<file path="src/rtl/ls_quad_access.sv">
// Quadword Local Storage access unit: turns one 128-bit load/store request
// into 16 sequential byte beats on the registered exmemory port.
//
// Handshake: a request is taken on a rising edge where req_valid && req_ready.
// req_ready is high only in IDLE (and never while reset is low). A request
// presented while busy is ignored, so the requester keeps req_valid high.
// resp_valid is a one-cycle pulse with no back-pressure.
module ls_quad_access #(
    parameter int WIDTH = 32
) (
    input  logic             clk,
    input  logic             reset,
    input  logic             req_valid,
    output logic             req_ready,
    input  logic             req_write,
    input  logic [WIDTH-1:0] req_adr,
    input  logic [127:0]     req_wdata,
    output logic             resp_valid,
    output logic [127:0]     resp_rdata,
    input  logic [WIDTH-1:0] memdata,
    output logic             memread,
    output logic             memwrite,
    output logic [WIDTH-1:0] adr,
    output logic [WIDTH-1:0] writedata,
    output logic [1:0]       dbg_state
);

    localparam int         QBYTES = 16;
    localparam logic [3:0] LAST   = 4'(QBYTES - 1);

    typedef enum logic [1:0] {
        IDLE  = 2'd0,
        READ  = 2'd1,
        WRITE = 2'd2,
        DONE  = 2'd3
    } state_t;

    state_t             state_q, state_d;
    logic [3:0]         cnt_q, cnt_d;
    logic [WIDTH-5:0]   base_q, base_d;
    logic [119:0]       wbuf_q, wbuf_d;
    logic [119:0]       rbuf_q, rbuf_d;
    logic               memread_d, memwrite_d, resp_valid_d;
    logic [WIDTH-1:0]   adr_d, writedata_d;
    logic [127:0]       rdata_d;

    logic unused_bits;
    assign unused_bits = ^{memdata[WIDTH-1:8], req_adr[3:0]};

    assign req_ready = (state_q == IDLE) && reset;
    assign dbg_state = state_q;

    always_comb begin
        state_d      = state_q;
        cnt_d        = cnt_q;
        base_d       = base_q;
        wbuf_d       = wbuf_q;
        rbuf_d       = rbuf_q;
        memread_d    = 1'b0;
        memwrite_d   = 1'b0;
        resp_valid_d = 1'b0;
        adr_d        = adr;
        writedata_d  = writedata;
        rdata_d      = resp_rdata;
        case (state_q)
            IDLE: begin
                if (req_valid && req_ready) begin
                    base_d = req_adr[WIDTH-1:4];
                    cnt_d  = 4'd0;
                    adr_d  = {req_adr[WIDTH-1:4], 4'h0};
                    if (req_write) begin
                        state_d     = WRITE;
                        memwrite_d  = 1'b1;
                        wbuf_d      = req_wdata[119:0];
                        writedata_d = {{(WIDTH-8){1'b0}}, req_wdata[127:120]};
                    end else begin
                        state_d   = READ;
                        memread_d = 1'b1;
                    end
                end
            end
            READ: begin
                // Shift in MSB-first so byte 0 ends up in [127:120].
                rbuf_d = {rbuf_q[111:0], memdata[7:0]};
                if (cnt_q == LAST) begin
                    state_d      = DONE;
                    resp_valid_d = 1'b1;
                    rdata_d      = {rbuf_q, memdata[7:0]};
                end else begin
                    cnt_d     = cnt_q + 4'd1;
                    memread_d = 1'b1;
                    adr_d     = {base_q, cnt_d};
                end
            end
            WRITE: begin
                if (cnt_q == LAST) begin
                    state_d      = DONE;
                    resp_valid_d = 1'b1;
                end else begin
                    cnt_d       = cnt_q + 4'd1;
                    memwrite_d  = 1'b1;
                    adr_d       = {base_q, cnt_d};
                    writedata_d = {{(WIDTH-8){1'b0}}, wbuf_q[119:112]};
                    wbuf_d      = {wbuf_q[111:0], 8'h00};
                end
            end
            DONE: begin
                state_d = IDLE;
            end
            default: begin
                state_d = IDLE;
            end
        endcase
    end

    always_ff @(posedge clk or negedge reset) begin
        if (!reset) begin
            state_q    <= IDLE;
            cnt_q      <= 4'd0;
            base_q     <= '0;
            wbuf_q     <= '0;
            rbuf_q     <= '0;
            memread    <= 1'b0;
            memwrite   <= 1'b0;
            resp_valid <= 1'b0;
            adr        <= '0;
            writedata  <= '0;
            resp_rdata <= '0;
        end else begin
            state_q    <= state_d;
            cnt_q      <= cnt_d;
            base_q     <= base_d;
            wbuf_q     <= wbuf_d;
            rbuf_q     <= rbuf_d;
            memread    <= memread_d;
            memwrite   <= memwrite_d;
            resp_valid <= resp_valid_d;
            adr        <= adr_d;
            writedata  <= writedata_d;
            resp_rdata <= rdata_d;
        end
    end

endmodule

</file>
<file path="config.mk">
export PLATFORM = sky130hd
export DESIGN_NAME = ls_quad_access
export DESIGN_NICKNAME = d
export VERILOG_FILES = /design/src/rtl/ls_quad_access.sv
export SDC_FILE = /design/constraint.sdc
export NUM_CORES = 1
export LEC_CHECK = 0
export BUFFER_PORTS_ARGS = -buffer_cell sky130_fd_sc_hd__clkbuf_2
export CAP_MARGIN = 5
export CORE_MARGIN = 1
export CORE_UTILIZATION = 49
export CTS_CLUSTER_DIAMETER = 200
export DETAILED_ROUTE_END_ITERATION = 6
export PLACE_DENSITY = 0.76
export SLEW_MARGIN = 20
export SYNTH_ARGS = -nofsm -noshare
export SYNTH_HDL_FRONTEND = slang
export SYNTH_SLANG_ARGS = --single-unit
</file>
<file path="constraint.sdc">
create_clock -name clk -period 2.35 [get_ports clk]
set_clock_uncertainty 0.15 [all_clocks]
set_input_delay 0.5875 -clock clk [delete_from_list [all_inputs] [get_ports clk]]
set_output_delay 0.5875 -clock clk [all_outputs]
set_load 0.05 [all_outputs]
</file>
# [Yosys cells after proc, flatten, opt, wreduce, memory -nomap -nowiden]
# Cells that the tools add are included.
[word_totals] reg_bits=469 in_bits=196 output_inout_bits=198 elab_cells=59
[classes] n_addsub=1 n_eq_ne=9 n_mux=27 n_reduce_logical=11
[ops] operator="two-way mux 120 bit" n=3
[ops] operator="one-hot mux 120 bit (2 select lines)" n=1
[ops] operator="two-way mux 32 bit" n=5
[ops] operator="one-hot mux 32 bit (2 select lines)" n=2
[ops] operator="two-way mux 4 bit" n=2
[ops] operator="one-hot mux 4 bit (2 select lines)" n=1
[ops] operator="two-way mux 1 bit" n=7
[ops] operator="two-way mux 2 bit" n=3
[ops] operator="inequality test 2 bit, second input constant" n=3
[ops] operator="one-hot mux 2 bit (3 select lines)" n=1
[ops] operator="AND reduction 2 bit" n=3
[ops] operator="adder 4 x 1 -> 4 bit, second input constant" n=1
[ops] operator="equality test 2 bit, second input constant" n=2
[ops] operator="equality test 4 bit, second input constant" n=1
[ops] operator="inequality test 2 x 1 -> 1 bit, second input constant" n=2
[ops] operator="one-hot mux 1 bit (2 select lines)" n=2
[ops] operator="AND reduction 4 bit" n=1
[ops] operator="nonzero test 2 bit" n=2
[ops] operator="AND reduction 3 bit" n=1
[ops] operator="equality test 2 x 1 -> 1 bit, second input constant" n=1
[ops] operator="logical AND 1 bit" n=2
[ops] operator="logical NOT 2 bit" n=1
[ops] operator="OR reduction 2 bit" n=1

# [Depth between registers and ports, before layout]
[logic_depth] depth_word=5 mapped_depth=9

# [Worst setup path after synthesis]
# Ideal clock, no wire load.
[synth_path] path_kind="reg-to-reg" start="reg state_q[0], in the netlist dbg_state[0]" end="reg wbuf_q[112]" setup_ns=0.124 t_arrival_ns=2.168 required_ns=2.076 slack_ns=-0.092 stages_incl_launch_ff=10 n_path_buf=4 synth_period_minus_slack_ns=2.442 cell_sequence="dfrtp_1 inv_1 ha_1 buf_2 nand2b_1 buf_2 buf_6 buf_2 a32o_1 a211o_1"
[synth_between] elab_chain_cells=5 elab_cells_between_ends=10 cone_classes="eq/ne: 4; mux: 1; reduce/logical: 5"
[synth_rtl] element="from (decl)" line="38" source="state_t state_q, state_d;"
[synth_rtl] element="from (signal assigned)" line="130" source="state_q <= state_d;"
[synth_rtl] element="logical NOT 2 bit" line="50, 65"
[synth_rtl] element="logical AND 1 bit" line="50" source="assign req_ready = (state_q == IDLE) && reset;"
[synth_rtl] element="logical AND 1 bit" line="67" source="if (req_valid && req_ready) begin"
[synth_rtl] element="inequality test 2 x 1 -> 1 bit (no source line)"
[synth_rtl] element="AND reduction 4 bit (no source line)"
[synth_rtl] element="to (signal assigned)" line="133" source="wbuf_q <= wbuf_d;"
[synth_rtl] element="to (decl)" line="41" source="logic [119:0] wbuf_q, wbuf_d;"
# Parallel ways exist; a longest one is shown, timed or not.
# A chain may end at the register's enable or synchronous reset.

# [Worst setup path after layout]
[layout_path] start="reg state_q[1], in the netlist dbg_state[1]" end="out req_ready"
[layout_between] elab_chain_cells=2
[layout_rtl] element="logical NOT 2 bit" line="50"
[layout_rtl] element="logical AND 1 bit" line="50"
[layout_rtl] element="to (decl)" line="14" source="output logic req_ready,"
# Every way passes these cells.

==> summary.md <==
| Metric | Value |
|---|---|
| Total CTS buffers | `47` |
| GRT overflow | `0` |
| Max_cap viols | `0` |
| Worst Tran Pin Value | `between 900 and 1000 ps` |
| Mean routed wirelength per cell | `about 20 um` |
| Hold Crit Class | `input pin to asynchronous set/reset pin` |
| Most common cell after layout, fill and taps aside | `dfrtp_1` |
| Syn Area/Cell | `between 10 and 15 um^2` |
| Crit path max-delay family | `flip-flops` |
| Hold Vio Cnt, Final | `8` |
| CP max FO | `6` |
| Clk root buf | `clkbuf_16` |
| Starting density of the core | `49.8%` |
| Violated checks | `hold timing` |
| Pre-antenna DRT Iters | `5` |
| Area Overhead vs Synth | `20.3%` |
| Startpoint Class | `register` |
| Die Area | `roughly 44000 um^2` |
| Predominant post-synthesis flop cell | `dfrtp_1` |
| Overall Global Routing Usage | `24.3%` |
| H-tree depth | `2` |
| Max Root-Sink Buffers | `3` |
| Mapped Cells | `~1700` |
| Outcome | `finished, violations left` |
| First-pass GRT wire length | `85.4 mm` |
| Core area | `between 40000 and 50000 um^2` |
| Worst-path cell chain | `inv_2 -> ha_4 -> and2_4 -> buf_8` |
| Largest net degree at the start of global routing | `164` |
| Fmax | `roughly 430 MHz` |
| Clock Sinks | `441` |
| Fin Hold WS | `-25.8 ps` |
| YS warnings | `0` |
| Synth cell types | `37` |
| Register area share after synthesis | `approximately 53%` |
| Total vias in the final route | `15500` |
| CP endpoint kind | `output pin` |
| # setup viols final | `0` |
| Vias/cell | `5.95` |
| Final core utilization | `59.9%` |
| Num rows | `75` |
| Req. time, crit path | `~1600 ps` |
| P_leak | `12.5 nW` |
| Pwr Density | `around 1200 nW/um^2` |
| Detailed Place HPWL | `~35 mm` |
| Die Wd | `about 210 um` |
| DRT antenna net count | `0` |
| Setup CP Type | `register to output pin` |
| Reg clk slew, reported paths | `approximately 60 ps` |
| Post-synth EDFFs | `0` |
| Fin nets | `~2200` |
| Commonest non-fill, non-tap cells in the layout | `dfrtp_1, clkbuf_2, mux2_2, nand2_1, a211oi_1` |
| CP peak stage delay | `430 ps` |
| RD Place Congestion | `0.821` |
| Initial antenna violation count | `15` |
| Period utilization | `a little over nine tenths` |
| Buffers on Ports | `around 340` |
| Die Ht | `209 um` |
| Crit path time final | `2310 ps` |
| WL final | `53.2 mm` |
| Worst-skew pair later-pin latency | `~580 ps` |
| Starting DRT DRC Count | `1204` |
| FF+latch count, synth | `roughly 440` |
| Worst Path Buf+Inv | `2` |
| Vias in the first global route | `15600` |
| Slowest cell on crit path | `dfrtp_2` |
| Post-synth ARST share | `100%` |
| Total power | `31.2 mW` |
| Ratio of cells with drive above 1 in the final layout | `between 30% and 40%` |
| VDD IR max | `904 uV` |
| I/O pins | `just under 400` |
| CTS tree | `done` |
| Synth Cell Area | `approximately 21000 um^2` |
| Slew Limit Fails | `0` |
| Worst path arrival time | `~1600 ps` |
| RSZ-0062 raised after global routing | `true` |
| Slew headroom | `approximately two fifths` |
| Residual DRC | `0` |
## power by group
group	internal, mW	switching (mW)	total [mW]
clock network	4.77	3.13	7.90
logic	4.98	6.27	11.3
registers	10.2	1.84	12.0
total	19.9	11.2	31.2
## sequential cells by signal, summed over array words and instances, names as in the netlist
name / count
dbg_state: 2
adr: 32
memwrite: 1
base_q: 28
resp_rdata: 128
writedata: 8
memread: 1
rbuf_q: 120
wbuf_q: 120
resp_valid: 1
## routing by layer
metal / vias to the layer above / track usage (%) / wire (um)
met2: 439 / 38.6 / 25700
met5: - / 0 / 80
met3: 88 / 5.62 / 3370
met1: 7873 / 32.4 / 22300
met4: 12 / 9.84 / 1680
li1: 7098 / - / -
## layout make-up
cell class	instances	area (um^2)
fill	3318	16900
sequential	441	11000
multi-input combinational	1083	8980
timing repair buffer	416	2740
clock buffer	65	1330
tap	539	674
clock inverter	21	334
inverter	31	116
antenna	9	22.5
## worst paths after layout
check / depth (start not counted) / from / slack [ps] / end
worst min register to register: 1 / rbuf_q[118] / 350 / resp_rdata[126]
worst max register to register: 4 / dbg_state[0] / 130 / adr[4]
min in group clk: 2 / req_wdata[107] / 70 / wbuf_q[107]
worst max-delay path: 4 / dbg_state[1] / 40 / req_ready
max in group asynchronous: 4 / reset / 480 / rbuf_q[116]
worst min-delay path: 2 / reset / -30 / adr[1]
## worst register-to-register path, stage by stage (launching register included)
cell and delay (ps):
dfrtp_2 400, buf_4 150, ha_1 370, or2_2 630
a221oi_1 420
## repair_timing
item	4_1_cts	5_1_grt
hold buffers	1	0
endpoints found under the setup margin	3	10
pin swaps	0	1
setup buffers	0	1
endpoints found under the hold margin	34	0
resized for setup	7	4
## cell usage after synthesis, types with 2 or more instances
cell | number | area [um^2]
o41ai_1 | 28 | 245
ha_1 | 5 | 62.6
nor2_1 | 2 | 7.51
and2_1 | 121 | 757
nand3b_1 | 2 | 15.0
inv_1 | 31 | 116
buf_2 | 96 | 480
nand3_1 | 6 | 30.0
a211o_1 | 102 | 893
or2_2 | 2 | 12.5
buf_1 | 8 | 30.0
nand2b_1 | 2 | 12.5
a2bb2oi_1 | 2 | 17.5
nand2_1 | 123 | 462
nor3b_1 | 18 | 135
a211oi_1 | 121 | 908
o21ai_0 | 6 | 30.0
o211ai_1 | 2 | 15.0
clkbuf_1 | 82 | 308
a221oi_1 | 28 | 245
a32o_1 | 119 | 1190
nand4b_1 | 28 | 245
mux2_2 | 276 | 3110
or3_1 | 17 | 106
nor3_1 | 30 | 150
and3_1 | 2 | 12.5
a21oi_1 | 2 | 10.0
a22o_1 | 11 | 96.3
buf_4 | 25 | 188
dfrtp_1 | 441 | 11000
## through the flow
stage | hold WS, ps | std cells | TNS (ps) | cell area, um^2 | setup slack [ps]
detailed placement | 241 | 2508 | 0 | 23500 | 76.6
global placement | 240 | 2508 | 0 | 23500 | 104
floorplan | 142 | 1768 | 0 | 21100 | 79.1
CTS | 30.0 | 2595 | -60.4 | 25200 | -60.4
global route | 44.0 | 2604 | -19.1 | 25200 | -19.1
finish | -25.8 | 2605 | 0 | 25200 | 41.4
## kinds of logic after synthesis
group | after synthesis | share of synthesized area (%)
AOI/OAI and AO/OA | 424 | 17.5
adders and majority gates | 5 | 0.298
buffers and inverters | 244 | 5.43
DFF | 441 | 52.6
muxes | 276 | 14.8
other | 1 | 0.0179
and+or+nand+nor | 354 | 9.33
No activity file was read; power rests on OpenSTA's default activity.
